<file path="src/rtl/sram_arb_ctrl.sv">
// Two-port req/ack arbiter and SETUP/STROBE/HOLD sequencer for an asynchronous SRAM.
// Define SRAM_ARB_RR_EN for round-robin arbitration instead of fixed A>B priority.
module sram_arb_ctrl #(
    parameter int DATA_WIDTH    = 8,
    parameter int ADDR_WIDTH    = 10,
    parameter int STROBE_CYCLES = 2
) (
    input  logic                  clk,
    input  logic                  RESETn,
    input  logic                  A_REQ,
    input  logic                  A_WE,
    input  logic [ADDR_WIDTH-1:0] A_ADDR,
    input  logic [DATA_WIDTH-1:0] A_WDATA,
    output logic                  A_ACK,
    output logic [DATA_WIDTH-1:0] A_RDATA,
    input  logic                  B_REQ,
    input  logic                  B_WE,
    input  logic [ADDR_WIDTH-1:0] B_ADDR,
    input  logic [DATA_WIDTH-1:0] B_WDATA,
    output logic                  B_ACK,
    output logic [DATA_WIDTH-1:0] B_RDATA,
    output logic [ADDR_WIDTH-1:0] SRAM_ADDR,
    output logic                  SRAM_CE1n,
    output logic                  SRAM_CE2,
    output logic                  SRAM_OEn,
    output logic                  SRAM_WEn,
    output logic [DATA_WIDTH-1:0] SRAM_DOUT,
    output logic                  SRAM_DOE,
    input  logic [DATA_WIDTH-1:0] SRAM_DIN,
    output logic                  BUSY
);

    typedef enum logic [1:0] {S_IDLE, S_SETUP, S_STROBE, S_HOLD} state_t;

    localparam logic [3:0] LP_CNT_LOAD = 4'(STROBE_CYCLES - 1);

    state_t                  r_state;
    state_t                  w_state_nxt;
    logic [3:0]              r_cnt;
    logic                    r_gnt_b;
    logic                    r_we;
    logic                    r_ce1n;
    logic                    r_ce2;
    logic                    r_oen;
    logic                    r_wen;
    logic                    r_doe;
    logic                    r_busy;
    logic                    r_a_ack;
    logic                    r_b_ack;
    logic [ADDR_WIDTH-1:0]   r_sram_addr;
    logic [DATA_WIDTH-1:0]   r_dout;
    logic [DATA_WIDTH-1:0]   r_a_rdata;
    logic [DATA_WIDTH-1:0]   r_b_rdata;

    logic                    w_start;
    logic                    w_pick_b;
    logic                    w_sel_we;
    logic [ADDR_WIDTH-1:0]   w_sel_addr;
    logic [DATA_WIDTH-1:0]   w_sel_wdata;
    logic                    w_last_strobe;

`ifdef SRAM_ARB_RR_EN
    logic r_last_b;

    // On a tie, the port that was not granted last time wins.
    assign w_pick_b = B_REQ && (!A_REQ || !r_last_b);

    always_ff @(posedge clk or negedge RESETn) begin
        if (!RESETn) begin
            r_last_b <= 1'b1;
        end else if (w_start) begin
            r_last_b <= w_pick_b;
        end
    end
`else
    assign w_pick_b = !A_REQ;
`endif

    assign w_start       = (r_state == S_IDLE) && (A_REQ || B_REQ);
    assign w_last_strobe = (r_state == S_STROBE) && (r_cnt == 4'd0);
    assign w_sel_we      = w_pick_b ? B_WE    : A_WE;
    assign w_sel_addr    = w_pick_b ? B_ADDR  : A_ADDR;
    assign w_sel_wdata   = w_pick_b ? B_WDATA : A_WDATA;

    always_ff @(posedge clk or negedge RESETn) begin
        if (!RESETn) begin
            r_state <= S_IDLE;
        end else begin
            r_state <= w_state_nxt;
        end
    end

    always_comb begin
        w_state_nxt = r_state;
        unique case (r_state)
            S_IDLE:   if (w_start) w_state_nxt = S_SETUP;
            S_SETUP:  w_state_nxt = S_STROBE;
            S_STROBE: if (r_cnt == 4'd0) w_state_nxt = S_HOLD;
            S_HOLD:   w_state_nxt = S_IDLE;
            default:  w_state_nxt = S_IDLE;
        endcase
    end

    // Bus outputs are set one edge ahead so each pin reflects the state it belongs to.
    always_ff @(posedge clk or negedge RESETn) begin
        if (!RESETn) begin
            r_cnt       <= '0;
            r_gnt_b     <= 1'b0;
            r_we        <= 1'b0;
            r_ce1n      <= 1'b1;
            r_ce2       <= 1'b0;
            r_oen       <= 1'b1;
            r_wen       <= 1'b1;
            r_doe       <= 1'b0;
            r_busy      <= 1'b0;
            r_a_ack     <= 1'b0;
            r_b_ack     <= 1'b0;
            r_sram_addr <= '0;
            r_dout      <= '0;
            r_a_rdata   <= '0;
            r_b_rdata   <= '0;
        end else begin
            r_a_ack <= 1'b0;
            r_b_ack <= 1'b0;
            unique case (r_state)
                S_IDLE: begin
                    if (w_start) begin
                        r_gnt_b     <= w_pick_b;
                        r_we        <= w_sel_we;
                        r_sram_addr <= w_sel_addr;
                        r_ce1n      <= 1'b0;
                        r_ce2       <= 1'b1;
                        r_busy      <= 1'b1;
                        if (w_sel_we) begin
                            r_doe  <= 1'b1;
                            r_dout <= w_sel_wdata;
                        end
                    end
                end
                S_SETUP: begin
                    r_cnt <= LP_CNT_LOAD;
                    r_oen <= r_we;
                    r_wen <= !r_we;
                end
                S_STROBE: begin
                    if (w_last_strobe) begin
                        r_oen   <= 1'b1;
                        r_wen   <= 1'b1;
                        r_a_ack <= !r_gnt_b;
                        r_b_ack <= r_gnt_b;
                        if (!r_we && !r_gnt_b) r_a_rdata <= SRAM_DIN;
                        if (!r_we &&  r_gnt_b) r_b_rdata <= SRAM_DIN;
                    end else begin
                        r_cnt <= r_cnt - 4'd1;
                    end
                end
                S_HOLD: begin
                    r_ce1n <= 1'b1;
                    r_ce2  <= 1'b0;
                    r_doe  <= 1'b0;
                    r_busy <= 1'b0;
                end
                default: ;
            endcase
        end
    end

    assign A_ACK     = r_a_ack;
    assign A_RDATA   = r_a_rdata;
    assign B_ACK     = r_b_ack;
    assign B_RDATA   = r_b_rdata;
    assign SRAM_ADDR = r_sram_addr;
    assign SRAM_CE1n = r_ce1n;
    assign SRAM_CE2  = r_ce2;
    assign SRAM_OEn  = r_oen;
    assign SRAM_WEn  = r_wen;
    assign SRAM_DOUT = r_dout;
    assign SRAM_DOE  = r_doe;
    assign BUSY      = r_busy;

endmodule

</file>
<file path="config.mk">
export PLATFORM = sky130hd
export DESIGN_NAME = sram_arb_ctrl
export DESIGN_NICKNAME = d
export VERILOG_FILES = /design/src/rtl/sram_arb_ctrl.sv
export SDC_FILE = /design/constraint.sdc
export NUM_CORES = 1
export LEC_CHECK = 0
export ABC_AREA = 1
export BUFFER_PORTS_ARGS = -buffer_cell sky130_fd_sc_hd__clkbuf_2
export CORE_MARGIN = 5
export CORE_UTILIZATION = 49
export CTS_CLUSTER_SIZE = 8
export DETAILED_ROUTE_END_ITERATION = 16
export PLACE_DENSITY = 0.77
export REMOVE_ABC_BUFFERS = 1
export SLEW_MARGIN = 20
export SYNTH_ARGS = -nofsm -noshare
export SYNTH_HDL_FRONTEND = slang
export SYNTH_SLANG_ARGS = --single-unit
</file>
<file path="constraint.sdc">
create_clock -name clk -period 1.9 [get_ports clk]
set_clock_uncertainty 0.05 [all_clocks]
set_input_delay 0.19 -clock clk [delete_from_list [all_inputs] [get_ports clk]]
set_output_delay 0.19 -clock clk [all_outputs]
set_load 0.005 [all_outputs]
</file>
==> impl_metrics.json <==
{
  "hold_path_end": "SRAM_ADDR[1]",
  "final_common_cell": "clkbuf_2",
  "dp_hpwl_um": 3920,
  "async_reset_ff_share_pct": 100,
  "critPathLaunchType": "register",
  "status": "finished clean",
  "ys_seq_area_share_pct": 50.1,
  "grt-ovfl-total": 0,
  "wl_per_cell_um": 12.4,
  "cts_sinks": 49,
  "critical_path.max_stage_delay_ns": 0.42,
  "min-delay-path-class": "in2reg",
  "hold_start": "B_ADDR[1]",
  "post_cts_resized": 0,
  "layout-drive-gt1-share_pct": 50.1,
  "avgViaCountPerCell": 4.71,
  "avgSynthCellArea_um2": 9.97,
  "start_util_pct": 51.3,
  "synth_ff_type": "dfrtp_1",
  "synthCells": 246,
  "yosysUniqueCellTypes": 30,
  "fin_nets": 396,
  "grt_max_degree": 31,
  "ioPinCount": 92,
  "syn-cell-area_um2": 2450,
  "final_antenna_net_count": 0,
  "ys_ff_latch": 49,
  "worst_pin_slew_ns": 0.526,
  "grtUsageMet2_pct": 25.8,
  "r2r-start": "r_state[0]",
  "clk_latency_ns": 0.30,
  "r2r_setup_slack_ns": 0.33,
  "grt_pass1_vias": 1826,
  "cts.clk_slew.worst_paths_ns": 0.09,
  "cts_tree": "done",
  "vias": 1921,
  "critPathTopFamily": "flip-flops",
  "path_cells": "inv_1 > ha_1 > inv_2 > nor2_8 > nand2_4 > nand2_1 > o21ai_2",
  "period_needed_ns": 1.57,
  "rr_endpoint": "A_RDATA[0]",
  "numPortBuffers": 91,
  "worstPathRequired_ns": 2.03,
  "peakVddDrop_mv": 0.726,
  "critPathArrivalTime_ns": 1.70,
  "grtUsageTotal_pct": 16.5,
  "busiest_layer": "met2",
  "dieArea_um2": 6520,
  "fmax_ghz": 0.637,
  "grt_pass1_wl_um": 8340,
  "cts_setup_buffers": 0,
  "cts_max_path_buffers": 2,
  "synth_edf_count": 0,
  "worst_slack_ns": 0.331,
  "core_um2": 4790,
  "holdPathStages": 3,
  "setup_tns_ns": 0,
  "regArea_um2": 1230,
  "finalCritPeriodShare_pct": 82.6,
  "areaGrowthSynthToFinish_pct": 24.1,
  "drc": 0,
  "finalHoldWorstSlack_ns": 0.101,
  "grt_setup_unrepaired": "no",
  "fp.dieH_um": 80.8,
  "antenna_found_initial": 0,
  "drt_wl_total_um": 5040,
  "timing.critical_path.buf_inv": 2,
  "p_leak_nw": 1.62,
  "crit_path_top_delay_cell": "dfrtp_1",
  "clock-root-buffer": "clkbuf_8",
  "dr.pass1.iters": 4,
  "rr_worst_depth": 7,
  "drt_first_iter_violations": 93,
  "crit_type": "reg2reg",
  "final_area_um2": 3050,
  "path_max_fanout": 16,
  "power_mw": 4.50,
  "slew_violations": 0,
  "h-tree-depth": 2,
  "relSlewSlack_pct": 64.9,
  "multiInputGateArea_um2": 1040,
  "die_w_um": 80.8,
  "antenna_cells": 0,
  "gr-usage-met1_pct": 22.7,
  "fill_cells": 428,
  "gp_congestion": 0.770,
  "endpoint_kind": "register",
  "use_met3_pct": 4.32,
  "setup_viol": 0,
  "yosysWarningCount": 0,
  "drv_cap": 0,
  "layout_common_cells": "91 x clkbuf_2, 49 x nand2_1, 46 x dfrtp_1, 26 x o21ai_2, 21 x nor2_1",
  "place_ws_ns": 0.351,
  "hold_violations": 0,
  "numCtsBuffers": 5,
  "row_count": 25,
  "place_area_um2": 2940,
  "powerDensity_nw_per_um2": 1480
}
## cell type report
type / count / share of cell area [%]
Timing Repair Buffer: 96 / 16.7
Inverter: 22 / 2.79
Tap cell: 67 / 2.75
Sequential cell: 49 / 40.4
Multi-Input combinational cell: 166 / 34.2
Clock inverter: 2 / 0.452
Clock buffer: 6 / 2.71
## cell usage after synthesis (4+ instances only)
cell type  count  area, µm²
inv_1         17       63.8
o21ai_2       26        228
inv_2          4       15.0
nor2_2        11       68.8
or2_1          6       37.5
o31ai_2        9        113
nand2_2        6       37.5
nand2_1       49        184
o21ai_0       10       50.1
ha_1           6       75.1
nand3_1        4       20.0
o21ai_1        6       30.0
dfrtp_1       46       1150
nor2_1        21       78.8
## state kept, by name (all words and copies together), names as in the netlist, 2 cells and up
name / flops
A_RDATA: 8
SRAM_ADDR: 10
B_RDATA: 8
r_state: 2
SRAM_DOUT: 8
r_cnt: 4
## cells by family after synthesis
group	after synthesis	share of synthesized area, %
buf+inv	31	7.39
fa+ha+maj	6	3.06
flops	49	50.1
simple gates	104	20.4
xor+xnor	1	0.357
compound gates	55	18.7
## routing by layer
| metal | part of all wire (%) | wire [µm] |
|---|---|---|
| met2 | 44 | 2200 |
| met3 | 8.3 | 419 |
| met1 | 47 | 2370 |
| met4 | 1.1 | 53 |
| met5 | 0 | 0 |
## through the flow
stage               utilization, %  std cells
finish                        63.6        408
global placement              61.4        399
CTS                           63.6        408
detailed placement            61.4        399
floorplan                        -        237
global route                  63.6        408
## worst register-to-register path, delay by kind of cell, from the launching register on
| kind | cells | cell delay (ns) |
|---|---|---|
| buf+inv | 2 | 0.23 |
| flops | 1 | 0.42 |
| simple gates | 3 | 0.44 |
| compound gates | 1 | 0.06 |
| fa+ha+maj | 1 | 0.27 |
## where the power goes
part           switching, mW  leakage, nW  internal [mW]  total, mW
Combinational           1.10        0.982          0.897       2.00
Sequential             0.314        0.591           1.56       1.87
Clock                  0.336       0.0512          0.295      0.631
Total                   1.75         1.62           2.75       4.50
## worst max-delay path by stage
stage / startpoint / end / slack [ns] / depth (start not counted)
global route: r_state[0] / r_cnt[3] / 0.17 / 8
floorplan: r_state[0] / SRAM_DOE / 0.39 / 7
CTS: r_state[0] / A_RDATA[0] / 0.31 / 7
detailed placement: r_state[0] / A_RDATA[0] / 0.35 / 7
finish: r_state[0] / A_RDATA[0] / 0.33 / 7
global placement: r_state[0] / B_RDATA[1] / 0.42 / 7
## what timing repair did
item / 4_1_cts / 5_1_grt
hold buffers: 1 / 0
setup endpoints to repair: 0 / 0
endpoints found under the hold margin: 19 / 0
No activity file was read; power rests on OpenSTA's default activity.
